===== config.mk =====
export PLATFORM = sky130hd
export DESIGN_NAME = fifo_wr_arbiter_flat
export DESIGN_NICKNAME = d
export VERILOG_FILES = /design/src/rtl/fifo_wr_arbiter_if.sv /design/src/rtl/fifo_wr_arbiter.sv /design/src/flat_wrapper.sv
export SDC_FILE = /design/constraint.sdc
export NUM_CORES = 1
export LEC_CHECK = 0
export CORE_MARGIN = 5
export CORE_UTILIZATION = 33
export CTS_CLUSTER_SIZE = 12
export DETAILED_ROUTE_END_ITERATION = 8
export GPL_TIMING_DRIVEN = 0
export PLACE_DENSITY = 0.81
export SETUP_SLACK_MARGIN = 0.4
export SYNTH_ARGS = -nofsm -noshare
export SYNTH_HDL_FRONTEND = slang
export SYNTH_SLANG_ARGS = --single-unit

===== constraint.sdc =====
create_clock -name Clk -period 5.97 [get_ports Clk]
set_clock_uncertainty 0.15 [all_clocks]
set_input_delay 0.597 -clock Clk [delete_from_list [all_inputs] [get_ports Clk]]
set_output_delay 0.597 -clock Clk [all_outputs]
set_load 0.01 [all_outputs]

===== src/rtl/fifo_wr_arbiter_if.sv =====
// Producer/consumer side of the FIFO write arbiter: per-producer write handshake plus the
// consumer read request and registered read-valid.
interface fifo_wr_arbiter_if #(
  parameter int unsigned NREQ = 4,
  parameter int unsigned DW   = 32
);
  logic [NREQ-1:0]    req;
  logic [NREQ*DW-1:0] wdata;
  logic [NREQ-1:0]    ack;
  logic               rd_req;
  logic               rd_valid;
  logic [DW-1:0]      rd_data;

  modport master (
    output req, wdata, rd_req,
    input  ack, rd_valid, rd_data
  );

  modport slave (
    input  req, wdata, rd_req,
    output ack, rd_valid, rd_data
  );
endinterface


===== src/rtl/fifo_wr_arbiter.sv =====
// Round-robin write arbiter with burst locking in front of a single FIFO. Reads take priority
// over writes and occupancy is tracked locally.
module fifo_wr_arbiter #(
  parameter int unsigned NREQ      = 4,
  parameter int unsigned DW        = 32,
  parameter int unsigned DEPTH     = 8,
  parameter int unsigned MAX_BURST = 4
) (
  input  logic                       Clk,
  input  logic                       Rst,
  fifo_wr_arbiter_if.slave           bus,
  output logic                       fifo_EN,
  output logic                       fifo_Rst,
  output logic                       fifo_WR,
  output logic                       fifo_RD,
  output logic [DW-1:0]              fifo_dataIn,
  input  logic [DW-1:0]              fifo_dataOut,
  output logic [$clog2(DEPTH+1)-1:0] level,
  output logic                       full,
  output logic                       empty,
  output logic [$clog2(NREQ)-1:0]    grant_id
);

  localparam int unsigned IW = $clog2(NREQ);
  localparam int unsigned LW = $clog2(DEPTH + 1);
  localparam int unsigned BW = $clog2(MAX_BURST + 1);

  typedef enum logic {StIdle, StOwn} state_e;

  state_e          state_q, state_d;
  logic [IW-1:0]   ptr_q, ptr_d;
  logic [IW-1:0]   owner_q, owner_d;
  logic [IW-1:0]   gid_q, gid_d;
  logic [BW-1:0]   burst_cnt_q, burst_cnt_d;
  logic [LW-1:0]   level_q, level_d;
  logic            rd_valid_q;

  logic            own_hold, owner_drop, gnt_valid, accept, wr_ok, rd_fire;
  logic [IW-1:0]   scan_base, gnt_idx, cand;
  logic [NREQ-1:0] ack;

  function automatic logic [IW-1:0] wrap_inc(input logic [IW-1:0] v);
    return (32'(v) == NREQ - 1) ? '0 : v + 1'b1;
  endfunction

  assign full    = (level_q == LW'(DEPTH));
  assign empty   = (level_q == '0);
  assign rd_fire = bus.rd_req & ~empty & ~Rst;
  assign wr_ok   = ~full & ~rd_fire & ~Rst;

  // Grant is purely a function of registered state and the current requests.
  always_comb begin
    own_hold   = 1'b0;
    owner_drop = 1'b0;
    scan_base  = ptr_q;
    gnt_valid  = 1'b0;
    gnt_idx    = '0;
    cand       = '0;
    if (state_q == StOwn) begin
      if (bus.req[owner_q]) begin
        own_hold = 1'b1;
      end else begin
        // Owner let go: rotate past it and re-arbitrate this same cycle.
        owner_drop = 1'b1;
        scan_base  = wrap_inc(owner_q);
      end
    end
    if (own_hold) begin
      gnt_valid = 1'b1;
      gnt_idx   = owner_q;
    end else begin
      cand = scan_base;
      for (int k = 0; k < int'(NREQ); k++) begin
        if (!gnt_valid && bus.req[cand]) begin
          gnt_valid = 1'b1;
          gnt_idx   = cand;
        end
        cand = wrap_inc(cand);
      end
    end
  end

  assign accept = gnt_valid & wr_ok;

  always_comb begin
    ack = '0;
    if (accept) begin
      ack[gnt_idx] = 1'b1;
    end
  end

  assign bus.ack     = ack;
  assign bus.rd_valid = rd_valid_q;
  assign bus.rd_data = fifo_dataOut;
  assign fifo_EN     = 1'b1;
  assign fifo_Rst    = Rst;
  assign fifo_WR     = accept;
  assign fifo_RD     = rd_fire;
  assign fifo_dataIn = accept ? bus.wdata[gnt_idx*DW +: DW] : '0;
  assign level       = level_q;
  assign grant_id    = accept ? gnt_idx : gid_q;

  always_comb begin
    state_d     = state_q;
    ptr_d       = ptr_q;
    owner_d     = owner_q;
    gid_d       = gid_q;
    burst_cnt_d = burst_cnt_q;
    if (wr_ok) begin
      if (owner_drop) begin
        ptr_d       = scan_base;
        state_d     = StIdle;
        burst_cnt_d = '0;
      end
      if (accept) begin
        gid_d = gnt_idx;
        if (own_hold) begin
          if (32'(burst_cnt_q) + 32'd1 >= MAX_BURST) begin
            ptr_d       = wrap_inc(owner_q);
            state_d     = StIdle;
            burst_cnt_d = '0;
          end else begin
            burst_cnt_d = burst_cnt_q + 1'b1;
          end
        end else begin
          owner_d = gnt_idx;
          if (MAX_BURST == 1) begin
            ptr_d       = wrap_inc(gnt_idx);
            state_d     = StIdle;
            burst_cnt_d = '0;
          end else begin
            state_d     = StOwn;
            burst_cnt_d = BW'(1);
          end
        end
      end
    end
  end

  always_comb begin
    level_d = level_q;
    if (accept) begin
      level_d = level_q + LW'(1);
    end else if (rd_fire) begin
      level_d = level_q - LW'(1);
    end
  end

  always_ff @(posedge Clk) begin
    if (Rst) begin
      state_q     <= StIdle;
      ptr_q       <= '0;
      owner_q     <= '0;
      gid_q       <= '0;
      burst_cnt_q <= '0;
      level_q     <= '0;
      rd_valid_q  <= 1'b0;
    end else begin
      state_q     <= state_d;
      ptr_q       <= ptr_d;
      owner_q     <= owner_d;
      gid_q       <= gid_d;
      burst_cnt_q <= burst_cnt_d;
      level_q     <= level_d;
      rd_valid_q  <= rd_fire;
    end
  end

endmodule


===== src/flat_wrapper.sv =====
// flat-port wrapper written by rule: the top's interface ports become plain ports
module fifo_wr_arbiter_flat 
#(
  parameter int unsigned NREQ      = 4,
  parameter int unsigned DW        = 32,
  parameter int unsigned DEPTH     = 8,
  parameter int unsigned MAX_BURST = 4
)
  (Clk, Rst, fifo_EN, fifo_Rst, fifo_WR, fifo_RD, fifo_dataIn, fifo_dataOut, level, full, empty, grant_id, bus_req, bus_wdata, bus_rd_req, bus_ack, bus_rd_valid, bus_rd_data);
  fifo_wr_arbiter_if #(.NREQ(NREQ), .DW(DW)) bus_i ();
  input  logic Clk;
  input  logic Rst;
  output logic fifo_EN;
  output logic fifo_Rst;
  output logic fifo_WR;
  output logic fifo_RD;
  output logic [DW-1:0] fifo_dataIn;
  input  logic [DW-1:0] fifo_dataOut;
  output logic [$clog2(DEPTH+1)-1:0] level;
  output logic full;
  output logic empty;
  output logic [$clog2(NREQ)-1:0] grant_id;
  input wire logic [$bits(bus_i.req)-1:0] bus_req;
  input wire logic [$bits(bus_i.wdata)-1:0] bus_wdata;
  input wire logic [$bits(bus_i.rd_req)-1:0] bus_rd_req;
  output wire logic [$bits(bus_i.ack)-1:0] bus_ack;
  output wire logic [$bits(bus_i.rd_valid)-1:0] bus_rd_valid;
  output wire logic [$bits(bus_i.rd_data)-1:0] bus_rd_data;
  assign bus_i.req = bus_req;
  assign bus_i.wdata = bus_wdata;
  assign bus_i.rd_req = bus_rd_req;
  assign bus_ack = bus_i.ack;
  assign bus_rd_valid = bus_i.rd_valid;
  assign bus_rd_data = bus_i.rd_data;
  fifo_wr_arbiter #(.NREQ(NREQ), .DW(DW), .DEPTH(DEPTH), .MAX_BURST(MAX_BURST)) u_core (.Clk(Clk), .Rst(Rst), .bus(bus_i), .fifo_EN(fifo_EN), .fifo_Rst(fifo_Rst), .fifo_WR(fifo_WR), .fifo_RD(fifo_RD), .fifo_dataIn(fifo_dataIn), .fifo_dataOut(fifo_dataOut), .level(level), .full(full), .empty(empty), .grant_id(grant_id));
endmodule

==> flow_summary.yaml <==
clock_network:
  cts-root-buf: "clkbuf_8"
  clkLatencyLatePin_ps: 240
  cts_buffer_depth: 2
  cts-buffers-inserted: 3
  clkTransAtPathRegs_ps: 60
  htree_num_levels: 1
  clock-sinks: 15
  cts_tree: "built"
critical_path:
  r2r_cells: 19
  required_ps: 5220
  worstSetupStartpointType: "input pin"
  cp_num_buf_inv: 8
  cpPeakStageDelay_ps: 360
  critPathKind: "in -> out"
  end_kind: "primary output"
  worst_ep_arrival_time_ps: 4690
  path_depth: 20
  crit_path_cell_trace: "dlygate4sd2_1 -> mux2_4 -> o221a_4 -> a21oi_4 -> inv_2 -> ha_1 -> buf_2 -> inv_2 -> nand2_1 -> a2111oi_4 -> o221ai_1 -> o311ai_2 -> a21bo_4 -> and2_4 -> buf_6 -> buf_12 -> buf_6 -> nand2_1 -> a311oi_1 -> dlygate4sd2_1"
  path_delay_family: "compound AO/OA/AOI/OAI gates"
  cp_max_fo: 10
  reg2reg_setup_slack_ps: 930
  worst_path_max_delay_cell: "a2111oi_4"
die:
  fp.dieArea_mm2: 0.0106
  ios: 248
  coreArea_mm2: 0.00859
  start_util: 0.332
  rows: 34
  dieHeight_um: 103
  die_x_um: 103
sta:
  min_period_ps: 5440
  worst_pin_slew_ps: 693
  final-setup-viol-count: 0
  timing.final.crit_share: 0.911
  maxSlewViolCount: 0
  hold_viol: 0
  rsz0062_at_grt: "false"
  relSlewSlack: 0.536
  max_freq_mhz: 184
  hold_ws_ps: 337
place:
  dpl.cell_count: 710
  gp_congestion: 0.956
  place_area_mm2: 0.00511
  hpwlAfterDp_um: 11000
  io_buffer_count: 212
drt:
  ant_nets: 0
  wl_per_cell_um: 18.4
  vias: 3821
  viasPerCell: 5.31
  drc: 0
  drt-total-wl_um: 13300
  first_pass_iters: 4
  drt_iter0_markers: 127
job:
  cap_viol_max_count: 0
yosys:
  synth_edf_count: 0
  ys_seq_area_frac: 0.105
  netlist_instances: 390
  yosysUniqueCellTypes: 58
  yosys_warnings: 0
  synth_fp_nets: 563
  synth.avg_cell_area_um2: 7.32
  ys_seq_elements: 15
  syn_area_mm2: 0.00286
  synth-main-ff-cell: "dfxtp_1"
  synthArstFlopShare: 0
global_routing:
  grt_use_met2: 0.422
  grt_antenna_before_repair: 0
  gr-max-usage-layer: "met2"
  grt_pass1_wl_um: 19800
  groute.usage.overall: 0.232
  grt_pass1_vias: 4008
  grt-ovfl-total: 0
  grt_max_degree: 13
  grtUsageMet3: 0.0555
  met1_usage: 0.273
final_layout:
  fin_util: 0.608
  drive_above_1_share: 0.176
  final_area_mm2: 0.00523
  area_delta_synth_final_pct: 83.1
  diodes: 0
  layoutNonFillerInstCount: 720
  nets: 786
pwr:
  p_per_area_mw_per_mm2: 328
  p_total_uw: 1710
  ir_drop_mv: 0.163
  leakagePower_uw: 0.00218
min_path:
  hold_depth: 2
  hold_path_class: "reg -> reg"
run_status:
  status: "finished, final reports clean"
==> cell usage after synthesis (2+ instances only) <==
cell type,n,area [um^2]
nor2_1,22,82.6
nand2b_1,4,25.0
buf_6,10,113
a21o_1,2,15.0
mux2_4,2,30.0
and3_1,3,18.8
buf_2,8,40.0
nand3b_1,2,15.0
a2111oi_2,2,30.0
dfxtp_1,15,300
inv_2,2,7.51
buf_4,34,255
xor2_1,2,17.5
a311oi_1,32,280
a211oi_2,8,100
o21ai_0,7,35.0
o211a_1,2,20.0
a21oi_1,8,40.0
o211ai_1,3,22.5
o221a_2,2,22.5
nand2_2,2,12.5
inv_1,7,26.3
nand2_1,82,308
ha_1,5,62.6
mux2i_1,10,100
a21boi_0,32,240
clkbuf_1,13,48.8
o221ai_1,4,35.0
a211oi_1,30,225
nand3_1,7,35.0
==> final timing paths <==
kind / start / end
hold / removal: u_core.gid_q[0] / u_core.gid_q[0]
setup reg to reg: u_core.owner_q[0] / u_core.level[3]
setup / recovery: bus_req[3] / fifo_dataIn[13]
hold reg to reg: u_core.gid_q[0] / u_core.gid_q[0]
==> worst reg2reg max path, stage by stage, from the launching register on <==
cell       delay (ps)
dfxtp_1           460
mux2_4            380
o221a_4           320
a21oi_4           180
inv_2             120
ha_1              290
buf_2             210
inv_2              90
nand2_1           120
a2111oi_4          70
nor3_1            520
nand3_1           220
nand2_2           250
clkbuf_2          340
ha_1              300
a21o_1            170
a21oi_1           230
mux2i_1           270
xor2_1            180
nor2_1             50
==> sequential cells by signal, summed over array words and instances (netlist names) <==
| signal | cells |
|---|---|
| u_core.bus.rd_valid | 1 |
| u_core.owner_q | 2 |
| u_core.level | 4 |
| u_core.burst_cnt_q | 3 |
| u_core.state_q | 1 |
| u_core.gid_q | 2 |
| u_core.ptr_q | 2 |
==> area by class of cell <==
| class | count | area [um^2] |
|---|---|---|
| fill | 794 | 3370 |
| timing repair buffer | 218 | 2120 |
| multi-input combinational | 299 | 2100 |
| buffer | 67 | 489 |
| sequential | 15 | 300 |
| tap | 108 | 135 |
| clock buffer | 3 | 41.3 |
| inverter | 9 | 33.8 |
| clock inverter | 1 | 5.00 |
==> where the power goes <==
part / internal (uW) / total [uW] / switching [uW]
combinational: 667 / 1470 / 808
clock: 46.2 / 81.6 / 35.4
sequential: 126 / 158 / 31.6
total: 839 / 1710 / 875
==> logic make-up (layout without fill, tap and decap cells) <==
family,after synthesis,after routing,synth area share
AOI/OAI and AO/OA,146,146,0.432
and+or+nand+nor,130,130,0.194
buffers and inverters,76,298,0.180
DFF,15,15,0.105
muxes,13,13,0.0495
adders and majority gates,6,6,0.0289
xor gates and xnor gates,3,3,0.00920
other,1,1,0.00131
==> metrics by stage <==
| step | TNS (ps) | setup WS, ps |
|---|---|---|
| 2_1_floorplan | 0 | 1200 |
| 3_3_place_gp | -8620 | -388 |
| 3_5_place_dp | -10110 | -450 |
| 4_1_cts | 0 | 422 |
| 5_1_grt | 0 | 396 |
| 6_report | 0 | 532 |
==> layer usage <==
| layer | routed length [um] | up-vias |
|---|---|---|
| met4 | 260 | 0 |
| met5 | 0 | - |
| met2 | 6920 | 159 |
| met1 | 5060 | 1772 |
| li1 | - | 1868 |
| met3 | 1030 | 22 |
==> layout by cell type, fill, tap and decap left out, types with 3 or more instances in the layout <==
| cell type | Yosys | final |
|---|---|---|
| o21ai_0 | 7 | 7 |
| a311oi_2 | 0 | 3 |
| o221ai_1 | 4 | 4 |
| clkbuf_8 | 0 | 3 |
| inv_2 | 2 | 3 |
| nor2_1 | 22 | 22 |
| nand2_1 | 82 | 81 |
| buf_4 | 34 | 41 |
| nand2_2 | 2 | 3 |
| a311oi_1 | 32 | 29 |
| buf_6 | 10 | 10 |
| nand2b_1 | 4 | 4 |
| clkbuf_1 | 13 | 8 |
| nand3_1 | 7 | 7 |
| dfxtp_1 | 15 | 15 |
| a211oi_2 | 8 | 8 |
| a21oi_1 | 8 | 8 |
| clkdlybuf4s50_1 | 0 | 176 |
| a211oi_1 | 30 | 30 |
| a21boi_0 | 32 | 32 |
| o211ai_1 | 3 | 3 |
| inv_1 | 7 | 6 |
| ha_1 | 5 | 5 |
| dlygate4sd2_1 | 0 | 31 |
| mux2_4 | 2 | 3 |
| clkbuf_2 | 0 | 5 |
| and3_1 | 3 | 3 |
| buf_2 | 8 | 9 |
| mux2i_1 | 10 | 10 |
==> timing repair <==
| action | in CTS | in global routing |
|---|---|---|
| pin swaps | 3 | 1 |
| buffers inserted | 4 | 2 |
| hold buffers | 0 | 0 |
| resized for setup | 57 | 8 |
| endpoints found under the setup margin | 39 | 35 |
Power figures use the tool's default switching activity.
